## config.mk

```make
export PLATFORM = sky130hd
export DESIGN_NAME = obi_icache_bridge
export DESIGN_NICKNAME = d
export VERILOG_FILES = /design/src/rtl/redmule_tile_pkg.sv /design/src/rtl/fifo_v3.sv /design/src/rtl/obi_icache_bridge.sv
export SDC_FILE = /design/constraint.sdc
export NUM_CORES = 1
export LEC_CHECK = 0
export BUFFER_PORTS_ARGS = -buffer_cell sky130_fd_sc_hd__buf_2
export CORE_MARGIN = 2
export CORE_UTILIZATION = 40
export DETAILED_ROUTE_END_ITERATION = 10
export PLACE_DENSITY = 0.78
export SLEW_MARGIN = 10
export SYNTH_ARGS = -nofsm -noshare
export SYNTH_HDL_FRONTEND = slang
export SYNTH_SLANG_ARGS = --single-unit
```

## constraint.sdc

```tcl
create_clock -name clk_i -period 5.2 [get_ports clk_i]
set_input_delay 0.52 -clock clk_i [delete_from_list [all_inputs] [get_ports clk_i]]
set_output_delay 0.52 -clock clk_i [all_outputs]
set_load 0.05 [all_outputs]
```

## src/rtl/redmule_tile_pkg.sv

```systemverilog
`default_nettype none
// +----------------------------------------------------------------------------+
// | Module      : redmule_tile_pkg                                             |
// | Description : Shared tile types: I$ cacheability policy, response entry.   |
// | Revision    : 1.0 - initial release                                        |
// +----------------------------------------------------------------------------+
package redmule_tile_pkg;

  localparam int unsigned DATA_W = 32;

  typedef enum logic [1:0] {
    CACHE_ALL     = 2'd0,
    CACHE_MEMTYPE = 2'd1,
    CACHE_RANGE   = 2'd2
  } icache_cacheable_mode_e;

  typedef struct packed {
    logic [DATA_W-1:0] data;
    logic              err;
  } icache_rsp_t;

endpackage
`default_nettype wire

```

## src/rtl/fifo_v3.sv

```systemverilog
`default_nettype none
// +----------------------------------------------------------------------------+
// | Module      : fifo_v3                                                      |
// | Description : In-order FIFO with optional fall-through, async low reset.   |
// | Revision    : 1.0 - initial release                                        |
// +----------------------------------------------------------------------------+
module fifo_v3 #(
  parameter bit          FALL_THROUGH = 1'b0,
  parameter int unsigned DATA_WIDTH   = 32,
  parameter int unsigned DEPTH        = 8,
  parameter type         dtype        = logic [DATA_WIDTH-1:0],
  parameter int unsigned ADDR_DEPTH   = (DEPTH > 1) ? $clog2(DEPTH) : 1
) (
  input  logic clk_i,
  input  logic rst_ni,
  input  logic flush_i,
  output logic full_o,
  output logic empty_o,
  input  dtype data_i,
  input  logic push_i,
  output dtype data_o,
  input  logic pop_i
);

  localparam int unsigned CNT_W = ADDR_DEPTH + 1;

  logic [ADDR_DEPTH-1:0] r_rd_ptr;
  logic [ADDR_DEPTH-1:0] r_wr_ptr;
  logic [CNT_W-1:0]      r_cnt;
  dtype                  r_mem [2**ADDR_DEPTH];
  logic                  w_bypass;
  logic                  w_push;
  logic                  w_pop;

  // Fall-through: an empty FIFO hands the incoming word straight to the reader.
  assign w_bypass = FALL_THROUGH && (r_cnt == '0) && push_i;
  assign full_o   = (r_cnt == CNT_W'(DEPTH));
  assign empty_o  = (r_cnt == '0) && !w_bypass;
  assign w_push   = push_i && !full_o && !(w_bypass && pop_i);
  assign w_pop    = pop_i && (r_cnt != '0);
  assign data_o   = w_bypass ? data_i : r_mem[r_rd_ptr];

  always_ff @(posedge clk_i or negedge rst_ni) begin
    if (!rst_ni) begin
      r_rd_ptr <= '0;
      r_wr_ptr <= '0;
      r_cnt    <= '0;
    end else if (flush_i) begin
      r_rd_ptr <= '0;
      r_wr_ptr <= '0;
      r_cnt    <= '0;
    end else begin
      if (w_push) begin
        r_wr_ptr <= (r_wr_ptr == ADDR_DEPTH'(DEPTH - 1)) ? '0 : r_wr_ptr + 1'b1;
      end
      if (w_pop) begin
        r_rd_ptr <= (r_rd_ptr == ADDR_DEPTH'(DEPTH - 1)) ? '0 : r_rd_ptr + 1'b1;
      end
      if (w_push && !w_pop) begin
        r_cnt <= r_cnt + 1'b1;
      end else if (!w_push && w_pop) begin
        r_cnt <= r_cnt - 1'b1;
      end
    end
  end

  always_ff @(posedge clk_i) begin
    if (w_push) begin
      r_mem[r_wr_ptr] <= data_i;
    end
  end

endmodule
`default_nettype wire

```

## src/rtl/obi_icache_bridge.sv

```systemverilog
`default_nettype none
// +----------------------------------------------------------------------------+
// | Module      : obi_icache_bridge                                            |
// | Description : OBI instruction fetch to tile I$ bridge, registered response.|
// | Revision    : 1.0 - initial release                                        |
// +----------------------------------------------------------------------------+
module obi_icache_bridge
  import redmule_tile_pkg::*;
#(
  parameter int unsigned            ADDR_W          = 32,
  parameter int unsigned            DATA_W          = 32,
  parameter int unsigned            MAX_OUTSTANDING = 2,
  parameter icache_cacheable_mode_e CACHEABLE_MODE  = CACHE_ALL,
  parameter logic [ADDR_W-1:0]      CACHEABLE_BASE  = '0,
  parameter logic [ADDR_W-1:0]      CACHEABLE_END   = '1,
  parameter int unsigned            STALL_CNT_W     = 16
) (
  input  logic                   clk_i,
  input  logic                   rst_i,
  input  logic                   core_req_i,
  input  logic [ADDR_W-1:0]      core_addr_i,
  input  logic [1:0]             core_memtype_i,
  output logic                   core_gnt_o,
  output logic                   core_rvalid_o,
  input  logic                   core_rready_i,
  output logic [DATA_W-1:0]      core_rdata_o,
  output logic                   core_err_o,
  output logic                   cache_valid_o,
  output logic [ADDR_W-1:0]      cache_addr_o,
  output logic                   cache_cacheable_o,
  input  logic                   cache_ready_i,
  input  logic [DATA_W-1:0]      cache_data_i,
  input  logic                   cache_error_i,
  input  logic                   stall_clr_i,
  output logic [STALL_CNT_W-1:0] stall_cnt_o
);

  localparam int unsigned OFFSET_W = $clog2(DATA_W / 8);
  localparam int unsigned ENTRY_W  = DATA_W + 1;

  logic                   w_aligned;
  logic                   w_space;
  logic                   w_full;
  logic                   w_empty;
  logic                   w_pop;
  logic                   w_rst_n;
  logic [ENTRY_W-1:0]     w_push_entry;
  logic [ENTRY_W-1:0]     w_head;
  logic [STALL_CNT_W-1:0] r_stall_cnt;

  // Space is judged on registered occupancy only, so a same-cycle pop never
  // opens a grant and rready has no combinational path to gnt.
  assign w_aligned     = (core_addr_i[OFFSET_W-1:0] == '0);
  assign w_space       = !w_full;
  assign cache_valid_o = core_req_i & w_space & w_aligned;
  assign cache_addr_o  = core_addr_i;
  assign core_gnt_o    = core_req_i & w_space & (cache_ready_i | !w_aligned);

  // Misaligned fetches never reach the cache and answer locally with an error.
  assign w_push_entry = w_aligned ? {cache_data_i, cache_error_i}
                                  : {{DATA_W{1'b0}}, 1'b1};

  assign core_rvalid_o = !w_empty;
  assign w_pop         = core_rvalid_o & core_rready_i;
  assign core_rdata_o  = core_rvalid_o ? w_head[DATA_W:1] : '0;
  assign core_err_o    = core_rvalid_o & w_head[0];
  assign w_rst_n       = !rst_i;

  generate
    if (CACHEABLE_MODE == CACHE_MEMTYPE) begin : g_memtype
      assign cache_cacheable_o = core_memtype_i[1];
    end else if (CACHEABLE_MODE == CACHE_RANGE) begin : g_range
      assign cache_cacheable_o = (core_addr_i >= CACHEABLE_BASE) &&
                                 (core_addr_i <= CACHEABLE_END);
    end else begin : g_all
      assign cache_cacheable_o = 1'b1;
    end
  endgenerate

  fifo_v3 #(
    .FALL_THROUGH (1'b0),
    .DATA_WIDTH   (ENTRY_W),
    .DEPTH        (MAX_OUTSTANDING),
    .dtype        (logic [ENTRY_W-1:0])
  ) u_rsp_fifo (
    .clk_i   (clk_i),
    .rst_ni  (w_rst_n),
    .flush_i (1'b0),
    .full_o  (w_full),
    .empty_o (w_empty),
    .data_i  (w_push_entry),
    .push_i  (core_gnt_o),
    .data_o  (w_head),
    .pop_i   (w_pop)
  );

  always_ff @(posedge clk_i or posedge rst_i) begin
    if (rst_i) begin
      r_stall_cnt <= '0;
    end else if (stall_clr_i) begin
      r_stall_cnt <= '0;
    end else if (core_req_i && !core_gnt_o && (r_stall_cnt != '1)) begin
      r_stall_cnt <= r_stall_cnt + 1'b1;
    end
  end

  assign stall_cnt_o = r_stall_cnt;

endmodule
`default_nettype wire

```

==> flow_summary.toml <==
[final_layout]
syn2layout_area_growth_pct = 13.6
fillCellCount = 906
layout.nets = 465
postLayoutCoreUtil = 0.472
design_area_sq_um = 4660
drive_above_1_share = 0.315
instances_no_fill = 527
antenna_cells = 0

[setup_path]
worstSetupPathType = "reg2reg"
cp-start-kind = "flop"
path_max_fanout = 20
crit_path_end_kind = "flop"
cp.arrival_ps = 2630
required_ps = 5220

[sta]
tightest_slew_ps = 1130
rsz0062_at_grt = "false"
final-setup-viol-count = 0
fin_ws_ps = 2600
hold_ws_ps = 302
finClkSkew_ps = 8.27
final.setup.tns_ps = 0
period_minus_slack_ps = 2600
fmax_mhz = 384
maxSlewViolCount = 0
hold_violations = 0
period_share = 0.500
timing.slew.headroom = 0.240

[routing]
first_pass_iters = 4
vias = 2659
post-route-drc-count = 0
vias_per_cell = 5.05
wl_per_cell_um = 15.0
drt_wl_total_mm = 7.92
route.top_layer_used = "met4"
drt_iter0_markers = 105
antenna_left = 0
met1_length_mm = 3.45
dr_wl_met2_mm = 3.84
wl_met3_um = 508

[clock_tree]
cts_hold_buffers = 0
clkLatencyLatePin_ps = 340
clockBufferDepth = 2
clk_pin_slew_ps = 80
cts_setup_buffers = 0
cts_tree = "yes"
cts_made_buffers = 9
cts_resized = 0
cts_root_buf = "clkbuf_8"
cts_max_level = 3
clock-sinks = 86

[synthesis]
yosysWarnings = 0
synth-edff-count = 66
synth_fp_nets = 407
synth-main-ff-cell = "edfxtp_1"
synth_area_per_cell_sq_um = 12.4
syn_inst = 332
synth_compound_area_frac = 0.0461
yosys_register_bits = 86
synthSimpleGateAreaFrac = 0.162
synth-seq-area-share = 0.605
postSynth.asyncResetShare = 0.233
synth_mux_area_frac = 0.0887
synth_top_family_by_area = "simple AND/OR/NAND/NOR gates"
synth_cell_types = 38
syn-cell-area_sq_um = 4100
synth_xor_area_frac = 0.0107
synth_fa_ha_area_frac = 0.00610

[pwr]
power_mw = 2.59
switching_share = 0.448
ir_worst_vdd_mv = 0.285
p_sw_mw = 1.16
power_leakage_nw = 1.97
power_density_nw_per_um2 = 555
seqPwrFrac = 0.383
combPwrFrac = 0.425
intPower_mw = 1.43
p_clk_frac = 0.192

[floorplanning]
fp.dieArea_sq_um = 11100
die_y_um = 105
rows = 36
coreArea_sq_um = 9860
die_w_um = 105
ioPinCount = 158
start_util = 0.416

[placed_design]
placed_area_sq_um = 4450
place_ws_ps = 2520
post-place-cells = 512
io_buffers = 94
hpwlAfterDp_mm = 5.17
gp_congestion = 0.829

[outcome]
outcome = "finished clean"

[global_routing]
grt_use_total = 0.146
antenna_found_initial = 0
grt_pass1_vias = 2667
grt_max_degree = 35
grt.overflow.total = 0
grt_pass1_wl_mm = 12.8

[min_path]
hp-class = "in2async"

[run]
cap_violations = 0
## registers in the layout (all words and copies together) (netlist names)
name / flops
u_rsp_fifo.r_mem: 66
stall_cnt_o: 16
u_rsp_fifo.r_cnt: 2
u_rsp_fifo.r_rd_ptr: 1
u_rsp_fifo.r_wr_ptr: 1
## worst paths after layout
kind | from | endpoint | slack [ps] | depth (start not counted)
worst max-delay path | u_rsp_fifo.r_cnt[0] | u_rsp_fifo.r_mem[0][1] | 2600 | 4
worst min-delay path | rst_i | stall_cnt_o[14] | 300 | 2
worst max register to register | u_rsp_fifo.r_cnt[0] | u_rsp_fifo.r_mem[0][1] | 2600 | 4
worst min register to register | u_rsp_fifo.r_wr_ptr | u_rsp_fifo.r_wr_ptr | 510 | 1
max in group asynchronous | rst_i | u_rsp_fifo.r_rd_ptr | 4370 | 2
min in group clk_i | cache_data_i[26] | u_rsp_fifo.r_mem[0][27] | 470 | 2
## cells by family after synthesis
kind of cell,count (synthesis)
muxes,36
other,1
xor gates and xnor gates,5
DFF,86
adders and majority gates,2
and+or+nand+nor,121
buffers and inverters,51
AOI/OAI and AO/OA,30
## area by class of cell
type / instances / area (sq um) / share of cell area
Sequential cell: 86 / 2480 / 0.533
Tap cell: 133 / 166 / 0.0357
Clock inverter: 5 / 85.1 / 0.0183
Clock buffer: 10 / 128 / 0.0274
Inverter: 2 / 7.51 / 0.00161
Timing Repair Buffer: 96 / 485 / 0.104
Multi-Input combinational cell: 195 / 1310 / 0.280
## worst max-delay path: stages, from the launching register on
cell      delay, ps
dfrtp_1         450
and2b_2         280
nand2b_1        220
nor3_2          880
buf_4           450
## synthesized netlist by cell type, drive strengths merged, types with 5 or more instances
cell	count	area, sq um
buf	40	290
or4	10	75.1
nor2	41	154
mux2i	33	330
nand4	5	31.3
o21ai	5	28.8
a21oi	13	65.1
clkbuf	9	33.8
and2	33	206
dfrtp	20	500
edfxtp	66	1980
nand3	5	25.0
nand2	7	26.3
o31ai	9	67.6
## routing by layer
| layer | global-route usage | up-vias |
|---|---|---|
| li1 | - | 1273 |
| met1 | 0.178 | 1265 |
| met2 | 0.240 | 97 |
| met3 | 0.0427 | 24 |
| met4 | 0.0638 | 0 |
| met5 | 0 | - |
## power groups by stage
stage,logic (mW),registers [mW],clock network (mW)
6_report,1.10,0.992,0.495
5_1_grt,1.17,1.01,0.536
4_1_cts,1.11,0.996,0.515
3_5_place_dp,1.11,1.01,0
3_3_place_gp,1.10,1.00,0
2_1_floorplan,0.980,0.937,0
## cells in the final DEF (no fill, tap or decap), types with 7 or more instances in the layout
cell,Yosys,routed
buf_2,4,94
edfxtp_1,66,66
nor2_1,41,39
mux2i_1,33,33
and2_1,33,32
dfrtp_1,20,19
a21oi_1,13,13
or4_1,10,10
o31ai_1,9,9
clkbuf_8,0,9
nand2_1,7,7
(Power assumes the default switching activity.)
